### src/rtl/fetch_unit_pkg.sv
// Shared constants, state encoding and next-PC target helper for the fetch front end.
package fetch_unit_pkg;

    localparam logic [1:0] PC_SEL_PC_PLUS_4 = 2'b00;
    localparam logic [1:0] PC_SEL_BRANCH    = 2'b01;
    localparam logic [1:0] PC_SEL_JAL       = 2'b10;
    localparam logic [1:0] PC_SEL_JALR      = 2'b11;

    localparam logic [31:0] NOP_INSTR = 32'h0000_0013;

    typedef enum logic [1:0] {
        FETCH_S = 2'd0,
        WAIT_S  = 2'd1,
        HOLD_S  = 2'd2
    } fetch_state_e;

    // JALR targets have bit 0 cleared; BRANCH and JAL targets are used as given.
    function automatic logic [31:0] redirect_target(
        input logic [1:0]  sel,
        input logic [31:0] branch_target,
        input logic [31:0] jalr_target
    );
        if (sel == PC_SEL_JALR) begin
            return jalr_target & 32'hFFFF_FFFE;
        end
        return branch_target;
    endfunction

endpackage

### src/rtl/fetch_hold_buf.sv
// One-entry {pc, instr} buffer that parks a response arriving while IF/ID is stalled.
module fetch_hold_buf
    import fetch_unit_pkg::*;
(
    input  logic        clk,
    input  logic        rst,
    input  logic        load,
    input  logic        clear,
    input  logic [31:0] load_pc,
    input  logic [31:0] load_instr,
    output logic        valid,
    output logic [31:0] pc,
    output logic [31:0] instr
);

    // Clear wins over load so a redirect always empties the buffer.
    always_ff @(posedge clk or posedge rst) begin
        if (rst) begin
            valid <= 1'b0;
            pc    <= 32'h0;
            instr <= NOP_INSTR;
        end else if (clear) begin
            valid <= 1'b0;
            pc    <= 32'h0;
            instr <= NOP_INSTR;
        end else if (load) begin
            valid <= 1'b1;
            pc    <= load_pc;
            instr <= load_instr;
        end
    end

endmodule

### src/rtl/fetch_unit.sv
// Instruction fetch: PC register, single-outstanding imem port, hold buffer and IF/ID register.
// Handshake: a request transfers when imem_req_o && imem_gnt_i in the same cycle; its response is
// one imem_rvalid_i pulse in a later cycle; rvalid is accepted unconditionally (no ready back-pressure).
module fetch_unit
    import fetch_unit_pkg::*;
#(
    parameter logic [31:0] RESET_PC = 32'h0000_0000
) (
    input  logic        clk,
    input  logic        rst,
    input  logic        pc_stall_i,
    input  logic        if_id_stall_i,
    input  logic        if_id_flush_i,
    input  logic [1:0]  pc_sel_final_i,
    input  logic [31:0] branch_target_i,
    input  logic [31:0] jalr_target_i,
    output logic        imem_req_o,
    output logic [31:0] imem_addr_o,
    input  logic        imem_gnt_i,
    input  logic        imem_rvalid_i,
    input  logic [31:0] imem_rdata_i,
    output logic [31:0] if_id_pc_o,
    output logic [31:0] if_id_instr_o,
    output logic        if_id_valid_o,
    output logic        fetch_busy_o,
    output logic [1:0]  fetch_state_o
);

    fetch_state_e state_q, state_d;
    logic [31:0]  pc_q, pc_d;
    logic         discard_q, discard_d;

    logic         redirect;
    logic [31:0]  target;
    logic [31:0]  pc_plus4;

    logic         req;
    logic [31:0]  addr;
    logic         ifid_load;
    logic [31:0]  ifid_load_pc;
    logic [31:0]  ifid_load_instr;

    logic         buf_load;
    logic         buf_clear;
    logic         buf_valid;
    logic [31:0]  buf_pc;
    logic [31:0]  buf_instr;

    logic [31:0]  ifid_pc_q;
    logic [31:0]  ifid_instr_q;
    logic         ifid_valid_q;

    assign redirect = (pc_sel_final_i != PC_SEL_PC_PLUS_4);
    assign target   = redirect_target(pc_sel_final_i, branch_target_i, jalr_target_i);
    assign pc_plus4 = pc_q + 32'd4;

    fetch_hold_buf u_hold_buf (
        .clk        (clk),
        .rst        (rst),
        .load       (buf_load),
        .clear      (buf_clear),
        .load_pc    (pc_q),
        .load_instr (imem_rdata_i),
        .valid      (buf_valid),
        .pc         (buf_pc),
        .instr      (buf_instr)
    );

    always_ff @(posedge clk or posedge rst) begin
        if (rst) begin
            state_q   <= FETCH_S;
            pc_q      <= RESET_PC;
            discard_q <= 1'b0;
        end else begin
            state_q   <= state_d;
            pc_q      <= pc_d;
            discard_q <= discard_d;
        end
    end

    always_comb begin
        state_d         = state_q;
        pc_d            = pc_q;
        discard_d       = discard_q;
        req             = 1'b0;
        addr            = pc_q;
        ifid_load       = 1'b0;
        ifid_load_pc    = pc_q;
        ifid_load_instr = imem_rdata_i;
        buf_load        = 1'b0;
        buf_clear       = 1'b0;

        case (state_q)
            FETCH_S: begin
                req = !pc_stall_i;
                if (req && imem_gnt_i) begin
                    state_d = WAIT_S;
                end
            end
            WAIT_S: begin
                if (imem_rvalid_i) begin
                    if (discard_q) begin
                        discard_d = 1'b0;
                        state_d   = FETCH_S;
                    end else if (!redirect) begin
                        pc_d = pc_plus4;
                        if (if_id_stall_i) begin
                            buf_load = 1'b1;
                            state_d  = HOLD_S;
                        end else begin
                            ifid_load = 1'b1;
                            // Back-to-back issue keeps the port busy every cycle.
                            if (!pc_stall_i) begin
                                req     = 1'b1;
                                addr    = pc_plus4;
                                state_d = imem_gnt_i ? WAIT_S : FETCH_S;
                            end else begin
                                state_d = FETCH_S;
                            end
                        end
                    end
                end
            end
            HOLD_S: begin
                if (!if_id_stall_i) begin
                    ifid_load       = buf_valid;
                    ifid_load_pc    = buf_pc;
                    ifid_load_instr = buf_instr;
                    buf_clear       = 1'b1;
                    state_d         = FETCH_S;
                end
            end
            default: begin
                state_d = FETCH_S;
            end
        endcase

        // A redirect overrides everything; an outstanding request must still drain as a discard.
        if (redirect) begin
            pc_d      = target;
            buf_load  = 1'b0;
            buf_clear = 1'b1;
            ifid_load = 1'b0;
            case (state_q)
                FETCH_S: begin
                    if (req && imem_gnt_i) begin
                        state_d   = WAIT_S;
                        discard_d = 1'b1;
                    end else begin
                        state_d = FETCH_S;
                    end
                end
                WAIT_S: begin
                    if (imem_rvalid_i) begin
                        state_d   = FETCH_S;
                        discard_d = 1'b0;
                    end else begin
                        state_d   = WAIT_S;
                        discard_d = 1'b1;
                    end
                end
                default: begin
                    state_d = FETCH_S;
                end
            endcase
        end
    end

    always_ff @(posedge clk or posedge rst) begin
        if (rst) begin
            ifid_pc_q    <= 32'h0;
            ifid_instr_q <= NOP_INSTR;
            ifid_valid_q <= 1'b0;
        end else if (redirect || if_id_flush_i) begin
            ifid_pc_q    <= 32'h0;
            ifid_instr_q <= NOP_INSTR;
            ifid_valid_q <= 1'b0;
        end else if (if_id_stall_i) begin
            ifid_pc_q    <= ifid_pc_q;
            ifid_instr_q <= ifid_instr_q;
            ifid_valid_q <= ifid_valid_q;
        end else if (ifid_load) begin
            ifid_pc_q    <= ifid_load_pc;
            ifid_instr_q <= ifid_load_instr;
            ifid_valid_q <= 1'b1;
        end else begin
            ifid_pc_q    <= 32'h0;
            ifid_instr_q <= NOP_INSTR;
            ifid_valid_q <= 1'b0;
        end
    end

    assign imem_req_o    = req && !rst;
    assign imem_addr_o   = addr;
    assign if_id_pc_o    = ifid_pc_q;
    assign if_id_instr_o = ifid_instr_q;
    assign if_id_valid_o = ifid_valid_q;
    assign fetch_busy_o  = (state_q == WAIT_S);
    assign fetch_state_o = state_q;

endmodule

### config.mk
export PLATFORM = sky130hd
export DESIGN_NAME = fetch_unit
export DESIGN_NICKNAME = d
export VERILOG_FILES = /design/src/rtl/fetch_unit_pkg.sv /design/src/rtl/fetch_hold_buf.sv /design/src/rtl/fetch_unit.sv
export SDC_FILE = /design/constraint.sdc
export NUM_CORES = 1
export LEC_CHECK = 0
export CAP_MARGIN = 40
export CORE_MARGIN = 5
export CORE_UTILIZATION = 50
export CTS_CLUSTER_SIZE = 8
export DETAILED_ROUTE_END_ITERATION = 8
export DONT_BUFFER_PORTS = 1
export PLACE_DENSITY_LB_ADDON = 0.12
export SLEW_MARGIN = 20
export SYNTH_ARGS = -nofsm -noshare
export SYNTH_HDL_FRONTEND = slang
export SYNTH_SLANG_ARGS = --single-unit
### constraint.sdc
create_clock -name clk -period 4.8 [get_ports clk]
set_input_delay 0.48 -clock clk [delete_from_list [all_inputs] [get_ports clk]]
set_output_delay 0.48 -clock clk [all_outputs]
set_load 0.05 [all_outputs]
==> results of run 1 <==
[metrics by stage]
step / total power [mW] / cell area [um^2] / utilization, %
final: 3.50 / 9610 / 56.0
after detailed placement: 2.08 / 8990 / 52.3
after global routing: 3.64 / 9610 / 56.0
after global placement: 2.07 / 8940 / 52.1
after floorplan: 1.95 / 8680 / -
after CTS: 3.53 / 9610 / 56.0
[how the worst max path moves through the flow]
stage / start / to / slack, ps
3_3_place_gp: fetch_state_o[1] / imem_addr_o[26] / 980
5_1_grt: fetch_state_o[1] / imem_addr_o[26] / 160
2_1_floorplan: fetch_state_o[1] / imem_addr_o[21] / 1060
4_1_cts: fetch_state_o[1] / imem_addr_o[26] / 390
3_5_place_dp: fetch_state_o[1] / imem_addr_o[26] / 900
6_report: fetch_state_o[1] / imem_addr_o[26] / 410
[Yosys cell counts, types with 4 or more instances]
| library cell | count | area (um^2) |
|---|---|---|
| inv_1 | 7 | 26.3 |
| xor2_1 | 21 | 184 |
| nand2b_1 | 7 | 43.8 |
| nor2_1 | 36 | 135 |
| nor2b_1 | 5 | 31.3 |
| mux2i_1 | 79 | 791 |
| o2bb2ai_1 | 5 | 43.8 |
| buf_1 | 4 | 15.0 |
| nand2_1 | 117 | 439 |
| clkbuf_1 | 47 | 176 |
| dfstp_2 | 6 | 158 |
| mux2_2 | 20 | 225 |
| a221oi_1 | 4 | 35.0 |
| a22oi_1 | 12 | 90.1 |
| a31oi_1 | 4 | 25.0 |
| ha_1 | 4 | 50.1 |
| o22a_1 | 6 | 52.6 |
| nand3_1 | 17 | 85.1 |
| o21ai_0 | 91 | 455 |
| buf_2 | 23 | 115 |
| a21oi_1 | 25 | 125 |
| buf_4 | 7 | 52.6 |
| nand4_1 | 25 | 156 |
| nor3_1 | 4 | 20.0 |
| a22o_1 | 59 | 517 |
| and3_1 | 5 | 31.3 |
| dfrtp_1 | 159 | 3980 |
| and2_1 | 4 | 25.0 |
| xnor2_1 | 21 | 184 |
[area by class of cell]
cell class,count,area share (%)
Multi-Input combinational cell,612,43.4
Timing Repair Buffer,42,3.83
Inverter,7,0.312
Clock buffer,18,4.57
Tap cell,225,2.93
Sequential cell,165,43.0
Clock inverter,14,1.95
[power groups by stage]
stage	sequential (mW)	clock [mW]	combinational, mW
after detailed placement	1.58	0	0.505
after CTS	1.55	1.48	0.508
after floorplan	1.49	0	0.460
after global routing	1.56	1.53	0.545
final	1.55	1.45	0.502
after global placement	1.57	0	0.495
[routing by layer]
layer / track usage (%) / vias up / wire length (um)
met5: 0 / - / 0
met4: 6.01 / 0 / 388
met3: 6.50 / 28 / 1890
met2: 36.2 / 260 / 10800
met1: 32.2 / 3278 / 10300
li1: - / 3062 / -
[layout by cell type (no fill, tap or decap), types with 25 or more instances in the layout]
cell type and instances:
a22o_1 59, dfrtp_1 159, mux2i_1 79, nand4_1 25, a21oi_1 25, nand2_1 117, o21ai_0 91, buf_4 38
nor2_1 35
[registers in the layout (all words and copies together) (netlist names)]
register and flops:
if_id_instr_o 32, if_id_pc_o 32, pc_q 32, u_hold_buf.instr 32
u_hold_buf.pc 32, fetch_state_o 2, discard_q 1, if_id_valid_o 1
u_hold_buf.valid 1
[logic make-up (layout without fill, tap and decap cells)]
kind of cell	after synthesis	after routing	synth area share (%)
fa+ha+maj	4	4	0.577
xor+xnor	42	42	4.24
flops	165	165	47.7
compound gates	227	227	17.5
simple gates	240	240	13.7
mux	99	99	11.7
buf+inv	91	81	4.62
==> results.toml, run 1 <==
[run_status]
run_status = "finished with violations"
violations = "negative hold slack"

[timing]
tns_ps = 0
hold_ws_ps = -8.42
finalClockSkew_ps = 10.9
drv_slew = 0
hold_violations = 18
setup_slack_ps = 413
rsz0062_at_grt = "false"
finalSetupViolCount = 0
min_period_ps = 4390
fin_crit_sh_pct = 91.4
fmax_mhz = 228
slew_headroom_pct = 44.6
worst_pin_slew_ps = 827

[pwr]
p_sw_share_pct = 29.9
powerDensity_nw_per_um2 = 364
intPower_mw = 2.46
peakVddDrop_mv = 0.259
pwr-share-clk_pct = 41.4
p_switching_mw = 1.05
sequentialPowerShare_pct = 44.3
leakagePower_nw = 4.01
comb_power_share_pct = 14.4

[clock_network]
clock-root-buffer = "clkbuf_16"
hold_buffers = 0
clk_pin_slew_ps = 70
htree_levels = 4
cts_resized = 0
cts_buffer_depth = 2
clock-sinks = 165
post-cts-setup-buffer-count = 0
cts_buffers = 17
clock_latency_ps = 430
tritoncts = "built"

[critical_path]
endpoint_kind = "output port"
r2r_end = "u_hold_buf.instr[15]"
rr_startpoint = "fetch_state_o[1]"
crit_slowest_cell = "ha_1"
cp-start-kind = "flip-flop"
cpMostUsedCell = "buf_4"
crit_family = "simple AND/OR/NAND/NOR gates"
critical_path_class = "flip-flop to output port"
cp.required_ps = 4320
reg2regPathDepth = 8
critical_path.max_stage_delay_ps = 670
worst_ep_arrival_time_ps = 3910
path_buf_inv = 3
cp.depth = 9
worstPathCellList = "inv_1 -> ha_1 -> nand3b_2 -> buf_4 -> nor4_4 -> nand3b_1 -> nor3_1 -> xor2_1 -> buf_4"
reg2reg_slack_ps = 1160
critPathMaxFanout = 19

[floorplan]
io_pins = 206
start_util_pct = 50.5
die_h_um = 142
die_w_um = 142
num_rows = 48
core_region_area_um2 = 17200
dieArea_um2 = 20100

[detailed_routing]
initialDrtViolationCount = 405
totalWireLength_um = 23400
wl_per_cell_um = 21.6
vias = 6628
drt_first_pass_iters = 5
viasPerCell = 6.12
remaining_drc_errors = 0
ant_nets = 0

[finish]
nNetsFinal = 954
multi_input_area_um2 = 4170
fillers = 1505
drive_gt1_share_pct = 13.5
layoutNonFillerInstCount = 1083
regArea_um2 = 4140
antennaDiodeCount = 0
syn2layout_area_growth_pct = 10.8

[placement]
place_congestion = 0.832
numPortBuffers = 0
placed_cells = 1051
place_worst_setup_slack_ps = 903
hpwl_um = 16500

[synth]
ys_ff_latch = 165
yosys_warnings = 0
syn-num-nets = 977
synth.yosys.seq_area_share_pct = 47.7
ys.flop_type = "dfrtp_1"
synthDistinctLibCells = 55
synthCells = 868
synth_area_um2 = 8670
ys_async_sr_fraction_pct = 100
synth_edf_count = 0
syn_area_per_cell_um2 = 9.99

[global_routing]
grt_usage_pct = 23.2
grt_max_degree = 140
grt_pass1_wl_um = 37300
grt_pass1_vias = 6697
grt_antenna_before_repair = 0
gr-total-overflow = 0

[run]
drv_cap = 0

[worst_hold_path]
hold_path_class = "primary input to asynchronous set/reset pin"
No activity file was read; power rests on OpenSTA's default activity.
==> run 2: changes to the inputs <==
--- a/config.mk
+++ b/config.mk
@@ -5,6 +5,7 @@
 export SDC_FILE = /design/constraint.sdc
 export NUM_CORES = 1
 export LEC_CHECK = 0
+export ABC_AREA = 1
 export CAP_MARGIN = 40
 export CORE_MARGIN = 5
 export CORE_UTILIZATION = 50
==> results.toml, run 2 <==
[synth]
yosysTopAreaCellShare_pct = 43.7
synthDistinctLibCells = 39
synth_area_leader_cell = "dfrtp_1"
syn_area_per_cell_um2 = 7.22
ys.flop_type = "dfrtp_1"
synth_area_leaders = "dfrtp_1 44%, nand2_1 17%, o21ai_0 6.3%"
syn-num-nets = 1369
synthCells = 1260
synth_edf_count = 0
synth_area_um2 = 9100
ys_async_sr_fraction_pct = 100
yosysMostFrequentCell = "nand2_1"
yosys_warnings = 0
ys_ff_latch = 165
synth_commonest_cells = "423 x nand2_1, 159 x dfrtp_1, 115 x o21ai_0"
synth.yosys.seq_area_share_pct = 45.5

[critical_path]
rr_startpoint = "fetch_state_o[1]"
crit_path_end = "imem_addr_o[23]"
crit_family = "buffers and inverters"
reg2regPathDepth = 9
worst_ep_arrival_time_ps = 2960
cp-start-kind = "flip-flop"
worstPathCellList = "inv_1 -> ha_1 -> inv_1 -> nor2_2 -> nand3_1 -> nor2_4 -> buf_12 -> inv_2 -> nor2_1 -> nand2_1 -> xor2_1 -> buf_4"
critical_path_class = "flip-flop to output port"
reg2reg_slack_ps = 1930
path_buf_inv = 5
endpoint_kind = "output port"
critPathMaxFanout = 34
critical_path.max_stage_delay_ps = 600
cp.required_ps = 4320
cpMostUsedCell = "inv_1"
crit_slowest_cell = "dfrtp_1"
cp.depth = 12
startpoint = "fetch_state_o[1]"
r2r_end = "u_hold_buf.pc[31]"

[worst_hold_path]
hold_path_class = "primary input to flip-flop"

[timing]
slew_headroom_pct = 47.0
min_period_ps = 3440
fin_crit_sh_pct = 71.7
tns_ps = 0
rsz0062_at_grt = "false"
finalSetupViolCount = 0
worst_pin_slew_ps = 793
drv_slew = 0
hold_violations = 0
finalClockSkew_ps = 14.9
fmax_mhz = 290

[clock_network]
htree_levels = 4
clock_latency_ps = 420
hold_buffers = 0
post-cts-setup-buffer-count = 0
cts_resized = 0
clk_pin_slew_ps = 70
cts_buffers = 17
clock-sinks = 165
tritoncts = "built"
clock-root-buffer = "clkbuf_16"
cts_buffer_depth = 2

[pwr]
peakVddDrop_mv = 0.241
powerDensity_nw_per_um2 = 357
leakagePower_nw = 4.93

[floorplan]
dieArea_um2 = 21000
num_rows = 49
io_pins = 206
start_util_pct = 50.7
core_region_area_um2 = 18000
die_w_um = 145
die_h_um = 145

[global_routing]
gr-total-overflow = 0
grt_pass1_vias = 7760
grt_pass1_wl_um = 41700
grt_antenna_before_repair = 0
grt_max_degree = 82
grt_usage_pct = 25.4

[finish]
nNetsFinal = 1359
syn2layout_area_growth_pct = 10.5
antennaDiodeCount = 0
regArea_um2 = 4140
final_cell_area_um2 = 10100
multi_input_area_um2 = 4170
layout_common_cells = "423 x nand2_1, 159 x dfrtp_1, 112 x nand3_1, 109 x o21ai_0, 107 x inv_1"
drive_gt1_share_pct = 9.03
fillers = 1772
layout_commonest_cell = "nand2_1"

[placement]
place_congestion = 0.964
placed_cell_area_um2 = 9370
hpwl_um = 18500
numPortBuffers = 0

[run]
drv_cap = 0

[detailed_routing]
wl_per_cell_um = 17.7
totalWireLength_um = 26400
remaining_drc_errors = 0
initialDrtViolationCount = 577
drt_first_pass_iters = 5
viasPerCell = 5.46
vias = 8151
ant_nets = 0

[run_status]
run_status = "completed"
-- run 2: per-stage QoR --
step	hold WS [ps]	std cells	total power, mW	setup slack, ps	utilization, %
floorplan	453	1260	2.06	1480	-
CTS	191	1487	3.60	820	55.4
global placement	467	1446	2.23	1280	51.5
detailed placement	474	1455	2.25	1270	52.2
global route	189	1492	3.76	1170	56.0
finish	212	1492	3.59	1360	56.0
-- run 2: area by class of cell --
cell class	count	area share (%)
tap	229	2.85
clock buffer	19	4.40
timing repair buffer	43	4.35
inverter	116	4.40
sequential	165	41.1
clock inverter	13	1.38
multi-input combinational	907	41.5
-- run 2: worst min path at each step --
stage                          from                    to  slack [ps]  cells past startpoint
5_1_grt               if_id_stall_i        if_id_pc_o[22]         190                      2
4_1_cts               if_id_stall_i        if_id_pc_o[22]         190                      2
3_3_place_gp   u_hold_buf.instr[27]  u_hold_buf.instr[27]         470                      2
2_1_floorplan  u_hold_buf.instr[21]  u_hold_buf.instr[21]         450                      2
3_5_place_dp   u_hold_buf.instr[23]  u_hold_buf.instr[23]         470                      2
6_report         branch_target_i[0]               pc_q[0]         210                      2
-- run 2: per-layer routing --
metal | part of all wire, % | GRT usage, % | up-vias
met5 | 0 | 0 | -
met4 | 2.3 | 8.10 | 0
met3 | 7.9 | 6.84 | 34
met2 | 46 | 39.9 | 311
met1 | 44 | 34.3 | 3784
li1 | - | - | 4022
-- run 2: cell families (layout without fill, tap and decap cells) --
kind of cell | after synthesis | in the layout | synth area share [%]
AND/OR/NAND/NOR | 674 | 674 | 31.2
AO/OA/AOI/OAI | 210 | 210 | 12.1
XOR/XNOR | 19 | 19 | 1.83
buffers and inverters | 188 | 191 | 8.90
flip-flops | 165 | 165 | 45.5
adder cells (fa/ha/maj) | 4 | 4 | 0.550
-- run 2: where the power goes --
| part | switching, mW | internal [mW] | leakage (nW) |
|---|---|---|---|
| Combinational | 0.514 | 0.181 | 2.45 |
| Sequential | 0.0928 | 1.45 | 2.20 |
| Clock | 0.609 | 0.747 | 0.277 |
| Total | 1.22 | 2.37 | 4.93 |
==> run 3: changes to the inputs <==
==> constraint.sdc (replaced) <==
create_clock -name clk -period 3.2 [get_ports clk]
set_input_delay 0.32 -clock clk [delete_from_list [all_inputs] [get_ports clk]]
set_output_delay 0.32 -clock clk [all_outputs]
set_load 0.05 [all_outputs]
==> results.toml, run 3 (synthesis gave the netlist of run 2 again) <==
[timing]
min_period_ps = 3010
worst_pin_slew_ps = 766
setup_slack_ps = 190
tns_ps = 0
drv_slew = 0
finalClockSkew_ps = 14.3
slew_headroom_pct = 48.8
fmax_mhz = 332
hold_violations = 0
finalSetupViolCount = 0
fin_crit_sh_pct = 94.0
rsz0062_at_grt = "false"

[detailed_routing]
remaining_drc_errors = 0
wl_per_cell_um = 17.3
routed-wl-met2_um = 12000
drt_first_pass_iters = 5
viasPerCell = 5.40
initialDrtViolationCount = 611
wl_met3_um = 2200
vias = 8150
ant_nets = 0
totalWireLength_um = 26000
highest_layer = "met4"
met1_length_um = 11500

[clock_network]
clock-root-buffer = "clkbuf_16"
cts_buffer_depth = 2
clock-sinks = 165
clock_latency_ps = 430
cts_buffers = 17
htree_levels = 4
tritoncts = "built"
clk_pin_slew_ps = 70

[floorplan]
dieArea_um2 = 21000
core_region_area_um2 = 18000
die_w_um = 145
die_h_um = 145
num_rows = 49
io_pins = 206
start_util_pct = 50.7

[critical_path]
worstPathCellList = "inv_1 -> ha_1 -> inv_1 -> nor2_2 -> nand3_1 -> nor2_4 -> buf_4 -> nand2_1 -> nor2_1 -> xor2_1 -> buf_4"
critical_path.max_stage_delay_ps = 380
critPathMaxFanout = 14
cp-start-kind = "flip-flop"
critical_path_class = "flip-flop to output port"
crit_slowest_cell = "dfrtp_1"
cp.required_ps = 2880
worst_ep_arrival_time_ps = 2690
endpoint_kind = "output port"

[global_routing]
grt_max_degree = 70
grt_pass1_vias = 7530
grt_usage_pct = 24.8
grt_pass1_wl_um = 40900
grt_antenna_before_repair = 0
gr-total-overflow = 0

[run]
drv_cap = 0

[finish]
syn2layout_area_growth_pct = 12.4
layout_common_cells = "423 x nand2_1, 159 x dfrtp_1, 112 x nand3_1, 109 x o21ai_0, 107 x inv_1"
antennaDiodeCount = 0
utilization_pct = 56.9
multi_input_area_um2 = 4170
drive_gt1_share_pct = 10.2
regArea_um2 = 4140
nNetsFinal = 1375
layout_commonest_cell = "nand2_1"
fillers = 1758

[pwr]
leakagePower_nw = 5.03
powerDensity_nw_per_um2 = 522
peakVddDrop_mv = 0.380

[worst_hold_path]
hold_path_class = "primary input to flip-flop"

[run_status]
run_status = "completed"

[placement]
hpwl_um = 18600
numPortBuffers = 0
place_congestion = 0.905
place_worst_setup_slack_ps = 624
==> run 3: what timing repair did <==
item                                    4_1_cts  5_1_grt
endpoints found under the hold margin        99        0
endpoints found under the setup margin        0        1
buffers inserted                              0        3
hold buffers                                  1        0
resized for setup                             0        1
==> run 3: critical path, delay by kind of cell (launching register included) <==
family                     cells  cell delay [ps]
and+or+nand+nor                5              800
buffers and inverters          4              660
DFF                            1              380
xor gates and xnor gates       1              250
adders and majority gates      1              180
==> run 3: cell type report <==
cell class	instances	area share (%)
repair buffers	59	6.35
clock buffers	19	4.33
flip-flops and latches	165	40.5
multi-input cells	907	40.8
clock inverters	13	0.954
inverters	116	4.33
well taps	229	2.80
==> run 3: worst paths after layout <==
check	from	endpoint	slack (ps)	cells past startpoint
worst max-delay path	fetch_state_o[1]	imem_addr_o[27]	190	11
worst min-delay path	if_id_stall_i	if_id_instr_o[10]	40	2
worst max register to register	fetch_state_o[1]	u_hold_buf.pc[31]	760	10
worst min register to register	u_hold_buf.instr[26]	u_hold_buf.instr[26]	490	2
max in group asynchronous	rst	if_id_instr_o[0]	2000	4
min in group asynchronous	rst	if_id_instr_o[30]	330	2
==> run 3: per-stage QoR <==
stage	hold WS [ps]	cells	power [mW]	area [um^2]
floorplan	453	1260	3.08	9100
global placement	426	1471	3.47	9630
detailed placement	151	1472	3.48	9650
CTS	28.7	1505	5.38	10200
global route	29.6	1508	5.60	10200
finish	43.3	1508	5.34	10200
==> run 3: report_power, final <==
group / internal [mW] / total (mW) / switching [mW]
Sequential: 2.17 / 2.29 / 0.122
Clock: 1.02 / 1.90 / 0.874
Combinational: 0.349 / 1.15 / 0.804
Total: 3.54 / 5.34 / 1.80
==> run 3: per-layer routing <==
layer  track usage, %  vias to the layer above
met4             6.43                        0
met5                0                        -
met1             35.1                     3753
met3             6.11                       30
met2             38.4                      331
li1                 -                     4036
